$ cat src/rtl/bp_be_dcache_lce_req_arbiter_if.sv
// bp_be_dcache_lce_req_arbiter_if: request, network and credit signals of the dcache LCE request arbiter
// Signals:
//   req_i / req_v_i / req_ready_o          - two requester payloads (slot i = requester i), valids, accepts
//   lce_req_o / lce_req_v_o / lce_req_ready_i - registered request toward the LCE request network
//   credit_return_i                         - one credit returned this cycle
//   credits_avail_o / credits_empty_o / credit_cnt_o - credit status
// Modports: slave = arbiter, master = requesters plus network side.
interface bp_be_dcache_lce_req_arbiter_if
  #(parameter int lce_cce_req_width_p = 128
   ,parameter int credits_p = 8
   ,localparam int credit_width_lp = (credits_p + 1 <= 1) ? 1 : $clog2(credits_p + 1));
   logic [2*lce_cce_req_width_p-1:0] req_i;
   logic [1:0]                       req_v_i;
   logic [1:0]                       req_ready_o;
   logic [lce_cce_req_width_p-1:0]   lce_req_o;
   logic                             lce_req_v_o;
   logic                             lce_req_ready_i;
   logic                             credit_return_i;
   logic                             credits_avail_o;
   logic                             credits_empty_o;
   logic [credit_width_lp-1:0]       credit_cnt_o;
   modport slave (
      input  req_i, req_v_i, lce_req_ready_i, credit_return_i,
      output req_ready_o, lce_req_o, lce_req_v_o, credits_avail_o, credits_empty_o, credit_cnt_o
   );
   modport master (
      output req_i, req_v_i, lce_req_ready_i, credit_return_i,
      input  req_ready_o, lce_req_o, lce_req_v_o, credits_avail_o, credits_empty_o, credit_cnt_o
   );
endinterface

$ cat src/rtl/bp_be_dcache_lce_req_arbiter.sv
// bp_be_dcache_lce_req_arbiter: round-robin arbiter of two LCE requesters into a one-entry registered stage, with credit metering
// Ports:
//   clk_i   - clock, all state updates on the rising edge
//   reset_i - asynchronous active-high reset
//   io      - slave side of bp_be_dcache_lce_req_arbiter_if (requester handshakes, network handshake, credits)
module bp_be_dcache_lce_req_arbiter
  #(parameter int lce_cce_req_width_p = 128
   ,parameter int credits_p = 8
   ,localparam int credit_width_lp = (credits_p + 1 <= 1) ? 1 : $clog2(credits_p + 1))
   (input logic                          clk_i
   ,input logic                          reset_i
   ,bp_be_dcache_lce_req_arbiter_if.slave io);

   localparam int w_lp = lce_cce_req_width_p;

   logic [w_lp-1:0]            lce_req_q, lce_req_d;
   logic                       lce_req_v_q, lce_req_v_d;
   logic                       last_grant_q, last_grant_d;
   logic [credit_width_lp-1:0] credit_cnt_q, credit_cnt_d;
   logic [1:0]                 grant;
   logic                       stage_free, can_cap, capture, winner, overflow;

   // The stage may be refilled in the same cycle it drains to the network.
   assign stage_free = ~lce_req_v_q | io.lce_req_ready_i;
   assign can_cap    = stage_free & (credit_cnt_q != '0);

   // With both valid, the requester that did not win the last capture goes first.
   assign grant[0] = io.req_v_i[0] & (~io.req_v_i[1] | last_grant_q);
   assign grant[1] = io.req_v_i[1] & (~io.req_v_i[0] | ~last_grant_q);

   // Grants already imply valid, so any ready bit is a capture.
   assign io.req_ready_o = grant & {2{can_cap & ~reset_i}};
   assign capture        = |io.req_ready_o;
   assign winner         = grant[1];

   // A return with a full counter and no capture would exceed credits_p; the count saturates instead.
   assign overflow = io.credit_return_i & ~capture & (credit_cnt_q == credit_width_lp'(credits_p));

   always_comb begin
      lce_req_d    = capture ? (winner ? io.req_i[w_lp+:w_lp] : io.req_i[0+:w_lp]) : lce_req_q;
      lce_req_v_d  = capture | (lce_req_v_q & ~io.lce_req_ready_i);
      last_grant_d = capture ? winner : last_grant_q;
      credit_cnt_d = overflow ? credit_cnt_q
                   : credit_cnt_q - credit_width_lp'(capture) + credit_width_lp'(io.credit_return_i);
   end

   always_ff @(posedge clk_i or posedge reset_i) begin
      if (reset_i) begin
         lce_req_q    <= '0;
         lce_req_v_q  <= 1'b0;
         last_grant_q <= 1'b1;
         credit_cnt_q <= credit_width_lp'(credits_p);
      end else begin
         lce_req_q    <= lce_req_d;
         lce_req_v_q  <= lce_req_v_d;
         last_grant_q <= last_grant_d;
         credit_cnt_q <= credit_cnt_d;
      end
   end

   assign io.lce_req_o       = lce_req_q;
   assign io.lce_req_v_o     = lce_req_v_q;
   assign io.credit_cnt_o    = credit_cnt_q;
   assign io.credits_avail_o = credit_cnt_q != '0;
   assign io.credits_empty_o = (credit_cnt_q == credit_width_lp'(credits_p)) & ~lce_req_v_q;

   // Simulation-only protocol checks: requests must be held stable until accepted, and credits never overflow.
   for (genvar i = 0; i < 2; i++) begin : g_hold
      assert property (@(posedge clk_i) disable iff (reset_i)
         (io.req_v_i[i] && !io.req_ready_o[i]) |=> (io.req_v_i[i] && $stable(io.req_i[i*w_lp+:w_lp])));
   end

   assert property (@(posedge clk_i) disable iff (reset_i) !overflow);

endmodule

$ cat src/flat_wrapper.sv
// flat-port wrapper written by rule: the top's interface ports become plain ports
module bp_be_dcache_lce_req_arbiter_flat 
#(parameter int lce_cce_req_width_p = 128
   ,parameter int credits_p = 8
   ,localparam int credit_width_lp = (credits_p + 1 <= 1) ? 1 : $clog2(credits_p + 1))
  (clk_i, reset_i, io_req_i, io_req_v_i, io_lce_req_ready_i, io_credit_return_i, io_req_ready_o, io_lce_req_o, io_lce_req_v_o, io_credits_avail_o, io_credits_empty_o, io_credit_cnt_o);
  bp_be_dcache_lce_req_arbiter_if #(.lce_cce_req_width_p(lce_cce_req_width_p), .credits_p(credits_p)) io_i ();
  input logic clk_i;
  input logic reset_i;
  input wire logic [$bits(io_i.req_i)-1:0] io_req_i;
  input wire logic [$bits(io_i.req_v_i)-1:0] io_req_v_i;
  input wire logic [$bits(io_i.lce_req_ready_i)-1:0] io_lce_req_ready_i;
  input wire logic [$bits(io_i.credit_return_i)-1:0] io_credit_return_i;
  output wire logic [$bits(io_i.req_ready_o)-1:0] io_req_ready_o;
  output wire logic [$bits(io_i.lce_req_o)-1:0] io_lce_req_o;
  output wire logic [$bits(io_i.lce_req_v_o)-1:0] io_lce_req_v_o;
  output wire logic [$bits(io_i.credits_avail_o)-1:0] io_credits_avail_o;
  output wire logic [$bits(io_i.credits_empty_o)-1:0] io_credits_empty_o;
  output wire logic [$bits(io_i.credit_cnt_o)-1:0] io_credit_cnt_o;
  assign io_i.req_i = io_req_i;
  assign io_i.req_v_i = io_req_v_i;
  assign io_i.lce_req_ready_i = io_lce_req_ready_i;
  assign io_i.credit_return_i = io_credit_return_i;
  assign io_req_ready_o = io_i.req_ready_o;
  assign io_lce_req_o = io_i.lce_req_o;
  assign io_lce_req_v_o = io_i.lce_req_v_o;
  assign io_credits_avail_o = io_i.credits_avail_o;
  assign io_credits_empty_o = io_i.credits_empty_o;
  assign io_credit_cnt_o = io_i.credit_cnt_o;
  bp_be_dcache_lce_req_arbiter #(.lce_cce_req_width_p(lce_cce_req_width_p), .credits_p(credits_p)) u_core (.clk_i(clk_i), .reset_i(reset_i), .io(io_i));
endmodule
$ cat config.mk
export PLATFORM = sky130hd
export DESIGN_NAME = bp_be_dcache_lce_req_arbiter_flat
export DESIGN_NICKNAME = d
export VERILOG_FILES = /design/src/rtl/bp_be_dcache_lce_req_arbiter_if.sv /design/src/rtl/bp_be_dcache_lce_req_arbiter.sv /design/src/flat_wrapper.sv
export SDC_FILE = /design/constraint.sdc
export NUM_CORES = 1
export LEC_CHECK = 0
export ABC_AREA = 1
export BUFFER_PORTS_ARGS = -buffer_cell sky130_fd_sc_hd__buf_2
export CAP_MARGIN = 20
export CORE_AREA = 2 2 155 157
export DETAILED_ROUTE_END_ITERATION = 7
export DIE_AREA = 0 0 157 159
export PLACE_DENSITY = 0.63
export SLEW_MARGIN = 10
export SYNTH_ARGS = -nofsm -noshare
export SYNTH_HDL_FRONTEND = slang
export SYNTH_SLANG_ARGS = --single-unit
$ cat constraint.sdc
create_clock -name clk_i -period 10.2 [get_ports clk_i]
set_input_delay 2.04 -clock clk_i [delete_from_list [all_inputs] [get_ports clk_i]]
set_output_delay 2.04 -clock clk_i [all_outputs]
set_load 0.02 [all_outputs]
==> flow_results.org <==
** Outcome
- The flow ran to the end, and the final reports show no timing, DRC or antenna violations.

** Synth
- FFs w/ async S/R, synth :: 100%
- Counting every net in the synthesized netlist gives 1286.
- The commonest cells after synthesis are sky130_fd_sc_hd__nand2_1 (781), sky130_fd_sc_hd__dfrtp_1 (132), sky130_fd_sc_hd__buf_2 (44), sky130_fd_sc_hd__inv_1 (18), sky130_fd_sc_hd__clkbuf_1 (12).
- Library cell with the largest summed area after synthesis :: sky130_fd_sc_hd__dfrtp_1
- Number of storage elements in the synthesis netlist :: between 100 and 150
- The share of synthesized area in the top cell type comes to roughly half.
- Sequential share of the synthesized area :: about 49%
- By area the synthesized netlist is led by sky130_fd_sc_hd__dfrtp_1 (48%), sky130_fd_sc_hd__nand2_1 (43%), sky130_fd_sc_hd__buf_2 (3.2%).
- Most used flip-flop cell after synthesis :: sky130_fd_sc_hd__dfrtp_1
- Synthesis produced 1017 cells.
- Number of flops mapped to enable cells by yosys :: 0
- After synthesis, the netlist uses 16 different library cells.
- YS warnings :: 0
- In the post-synthesis netlist, the cell with the most instances is sky130_fd_sc_hd__nand2_1.
- Post-synth design cell area :: 6830 µm²
- Mean Syn Cell Area :: between 6 and 7 µm²

** Cells and area
- The net count of the finished layout is 1654.
- 0 antenna diodes ended up in the layout.
- The post-route netlist has 31.7% of its cells at a drive strength greater than 1.
- Synth-to-Final Area Change :: 40.9%
- Leaving out filler cells and counting taps, the final layout contains 1717.

** STA
- Slew HR :: between 40 and 50%
- Setup violations remaining at the end of the flow were counted as 0.
- Endpoints failing hold :: 0
- The final critical path takes up 47.4% of the cycle.
- Between clock sinks in the finished design, the worst skew comes to 0.00997 ns.
- Transition time at the pin with the least slew margin :: 0.828 ns
- Fin Setup TNS :: 0 ns
- Slew Viols, Final :: 0
- RSZ-0062 raised after global routing :: no
- For this run, the top clock speed supported by timing is between 0.2 and 0.25 GHz.
- Post-layout minimum cycle time :: 4.83 ns

** Clock tree
- In this run, CTS created clock tree buffers numbering 17.
- Deepest clock path buffer count :: 2
- Clock Sink Count :: between 100 and 150
- CTS H-tree depth :: 4
- TritonCTS built the clock tree.
- Clock tree synthesis selected as its root buffer the cell sky130_fd_sc_hd__clkbuf_16.
- After clock tree synthesis, the clock-pin slew on the worst setup and hold paths is 0.05 ns.
- Post-CTS Setup Bufs :: 0
- In this run, post-CTS hold repair placed 0 buffers.
- For the worst-skew pair, the clock arrives at the later sink with an insertion delay of 0.41 ns.
- In this run, post-CTS repair resized a total of 0 instances.

** Worst setup path
- Critical path's largest stage delay :: around 0.23 ns
- The worst setup path is launched from an input port.
- Category of the critical setup timing path :: input port to output pin
- The critical path goes through buf_2 > a21oi_4 > nand3_1 > inv_1 > buf_2.
- Crit path top cell by count :: sky130_fd_sc_hd__buf_2
- Family with the most delay on the worst path :: buffers and inverters
- Arrival time worst endpoint :: about 2.8 ns
- Req. time, crit path :: 8.16 ns
- Buffers plus inverters on the worst setup path :: 3
- The largest individual stage delay along the critical path comes from the cell sky130_fd_sc_hd__a21oi_4.
- Of all nets on the critical path, the largest fanout is 4.
- CP Capture Type :: output pin

** Global route
- Pin count of the biggest net entering global routing :: around 130
- Met3 GRT Util :: about 3.9%
- The via count of the first global-routing pass was 6836.
- The total overflow left after global routing is 0.
- Overall global routing resource usage :: 16.5%
- Busiest layer in global routing :: met2
- The number of antenna violations at the first check in global routing is 0.
- For met2 alone, demand over resource in global routing was a little under 30%.
- The first global-routing pass estimated 33200 µm of wire.
- Met1 layer usage reported by global route :: between 10% and 20%

** Pwr
- Portion of total power attributed to the clock network :: 21.4%
- VDD sags by at most 85.4 µV.
- Sequential fraction of design power :: 34.0%
- Fraction of power spent switching nets :: 44.1%
- Tot Pwr :: between 2 and 3 mW
- Internal power contribution :: 1.49 mW
- Dividing total power by cell area gives a power density of about 280 nW/µm².
- Summed over all nets, the switching power comes to about 1.2 mW.
- LEAKAGE :: slightly above 6 nW
- In this run, the combinational gates consume around 45% of the power.

** Floorplan
- In this run the vertical extent of the chip is 159 µm.
- In this run the standard cell core region covers ~23000 µm².
- Die Footprint :: 25000 µm²
- FP Rows :: 56
- 399 I/O pins were placed.
- The initial utilization of the core area, before any placement, comes to 29.4%.
- Die width :: roughly 160 µm

** Placement
- Summed over all nets, the half-perimeter wirelength after detailed placement is 15300 µm.
- GPL Wtd Cong :: 0.784
- Placed Cells :: 1683
- Buffers placed on the I/O ports in this run total 398.

** Drt
- Final ANT Viol Nets :: 0
- Total number of vias :: 7193
- Via count normalized by instance count :: 4.19
- For this run, the detailed router's first-pass iteration total came to 4.
- For this block, the routed nets add up to about 21000 µm of wire.
- Final routed wire length divided by cell count :: between 10 and 15 µm
- After the first detailed-routing iteration, the DRC count stood at about 270.
- Detailed-route DRC error count :: 0

** Worst hold path
- Type of the tightest min-delay check :: register to register

** Run
- Maximum capacitance violations :: 0
==> power groups by stage <==
stage	registers [mW]	clock network [mW]	logic (mW)
after floorplan	1.21	0	0.453
final	0.906	0.569	1.19
after CTS	0.906	0.592	1.20
after global routing	0.941	0.610	1.32
after detailed placement	0.907	0	1.21
after global placement	0.905	0	1.19
==> worst register-to-register path, cell delays in order, from the launching register on <==
cell,delay [ns]
sky130_fd_sc_hd__dfrtp_1,0.40
sky130_fd_sc_hd__inv_1,0.12
sky130_fd_sc_hd__ha_1,0.18
sky130_fd_sc_hd__inv_1,0.04
sky130_fd_sc_hd__nor2_1,0.11
sky130_fd_sc_hd__nor2_1,0.08
sky130_fd_sc_hd__o21ai_4,0.05
sky130_fd_sc_hd__buf_4,0.55
sky130_fd_sc_hd__inv_4,0.36
sky130_fd_sc_hd__ha_1,0.42
sky130_fd_sc_hd__inv_1,0.04
sky130_fd_sc_hd__ha_1,0.20
sky130_fd_sc_hd__fa_1,0.42
sky130_fd_sc_hd__xor2_1,0.15
sky130_fd_sc_hd__nand2_1,0.06
sky130_fd_sc_hd__nand2_1,0.05
==> through the flow <==
step	util (%)	hold slack [ns]	setup WS [ns]	cell area, µm²
4_1_cts	41.3	0.475	5.37	9570
5_1_grt	41.5	0.492	5.16	9620
2_1_floorplan	-	0.470	3.49	6830
3_5_place_dp	38.9	0.459	4.99	9020
6_report	41.5	0.471	5.37	9620
3_3_place_gp	38.9	0.457	5.05	9020
==> layout make-up <==
class | count | area [µm²]
tap | 319 | 399
timing repair buffer | 405 | 2080
multi-input combinational | 808 | 3150
inverter | 19 | 81.3
fill | 2402 | 13600
clock buffer | 20 | 457
sequential | 134 | 3360
clock inverter | 12 | 95.1
==> flip-flops by register name (all words and copies together), names as in the netlist <==
register                cells
u_core.io.lce_req_o       128
u_core.last_grant_q         1
u_core.io.lce_req_v_o       1
u_core.io.credit_cnt_o      4
==> kinds of logic after synthesis <==
family | synth area share (%)
AND/OR/NAND/NOR | 43.9
AO/OA/AOI/OAI | 0.550
adder cells (fa/ha/maj) | 1.39
XOR/XNOR | 0.128
buffers and inverters | 4.93
flip-flops | 49.1
==> routing by layer <==
layer,vias up,wire length [µm]
met5,-,0
met4,0,293
met3,18,1460
met2,275,10300
met1,3138,9100
li1,3762,-
==> worst paths after layout <==
path,startpoint,end,slack [ns],cells after the start
min in group asynchronous,reset_i,u_core.io.lce_req_v_o,1.75,2
max in group asynchronous,reset_i,u_core.io.lce_req_o[65],7.23,3
hold reg to reg,u_core.io.lce_req_o[110],u_core.io.lce_req_o[110],0.47,2
hold / removal,u_core.io.lce_req_o[110],u_core.io.lce_req_o[110],0.47,2
setup reg to reg,u_core.io.credit_cnt_o[2],u_core.io.credit_cnt_o[2],6.85,15
setup / recovery,io_req_v_i[0],io_req_ready_o[1],5.37,5
==> cell usage in the layout, fill, tap and decap left out <==
master / synthesis / layout
sky130_fd_sc_hd__inv_4: 0 / 2
sky130_fd_sc_hd__clkbuf_1: 12 / 1
sky130_fd_sc_hd__o21ai_4: 0 / 1
sky130_fd_sc_hd__nand3_1: 8 / 8
sky130_fd_sc_hd__nor2_1: 4 / 4
sky130_fd_sc_hd__dfstp_2: 2 / 2
sky130_fd_sc_hd__buf_16: 0 / 2
sky130_fd_sc_hd__clkinv_2: 0 / 1
sky130_fd_sc_hd__inv_6: 0 / 5
sky130_fd_sc_hd__nand3b_1: 1 / 1
sky130_fd_sc_hd__buf_2: 44 / 398
sky130_fd_sc_hd__clkinv_4: 0 / 2
sky130_fd_sc_hd__buf_4: 0 / 5
sky130_fd_sc_hd__inv_1: 18 / 16
sky130_fd_sc_hd__dfrtp_1: 132 / 132
sky130_fd_sc_hd__a21oi_4: 0 / 1
sky130_fd_sc_hd__fa_1: 1 / 1
sky130_fd_sc_hd__ha_1: 6 / 6
sky130_fd_sc_hd__nand2_1: 781 / 781
sky130_fd_sc_hd__clkbuf_16: 0 / 17
sky130_fd_sc_hd__a21oi_1: 4 / 4
sky130_fd_sc_hd__clkinvlp_4: 0 / 5
sky130_fd_sc_hd__xor2_1: 1 / 1
sky130_fd_sc_hd__clkbuf_8: 0 / 2
Note: power is estimated with default switching activity, not from simulation.
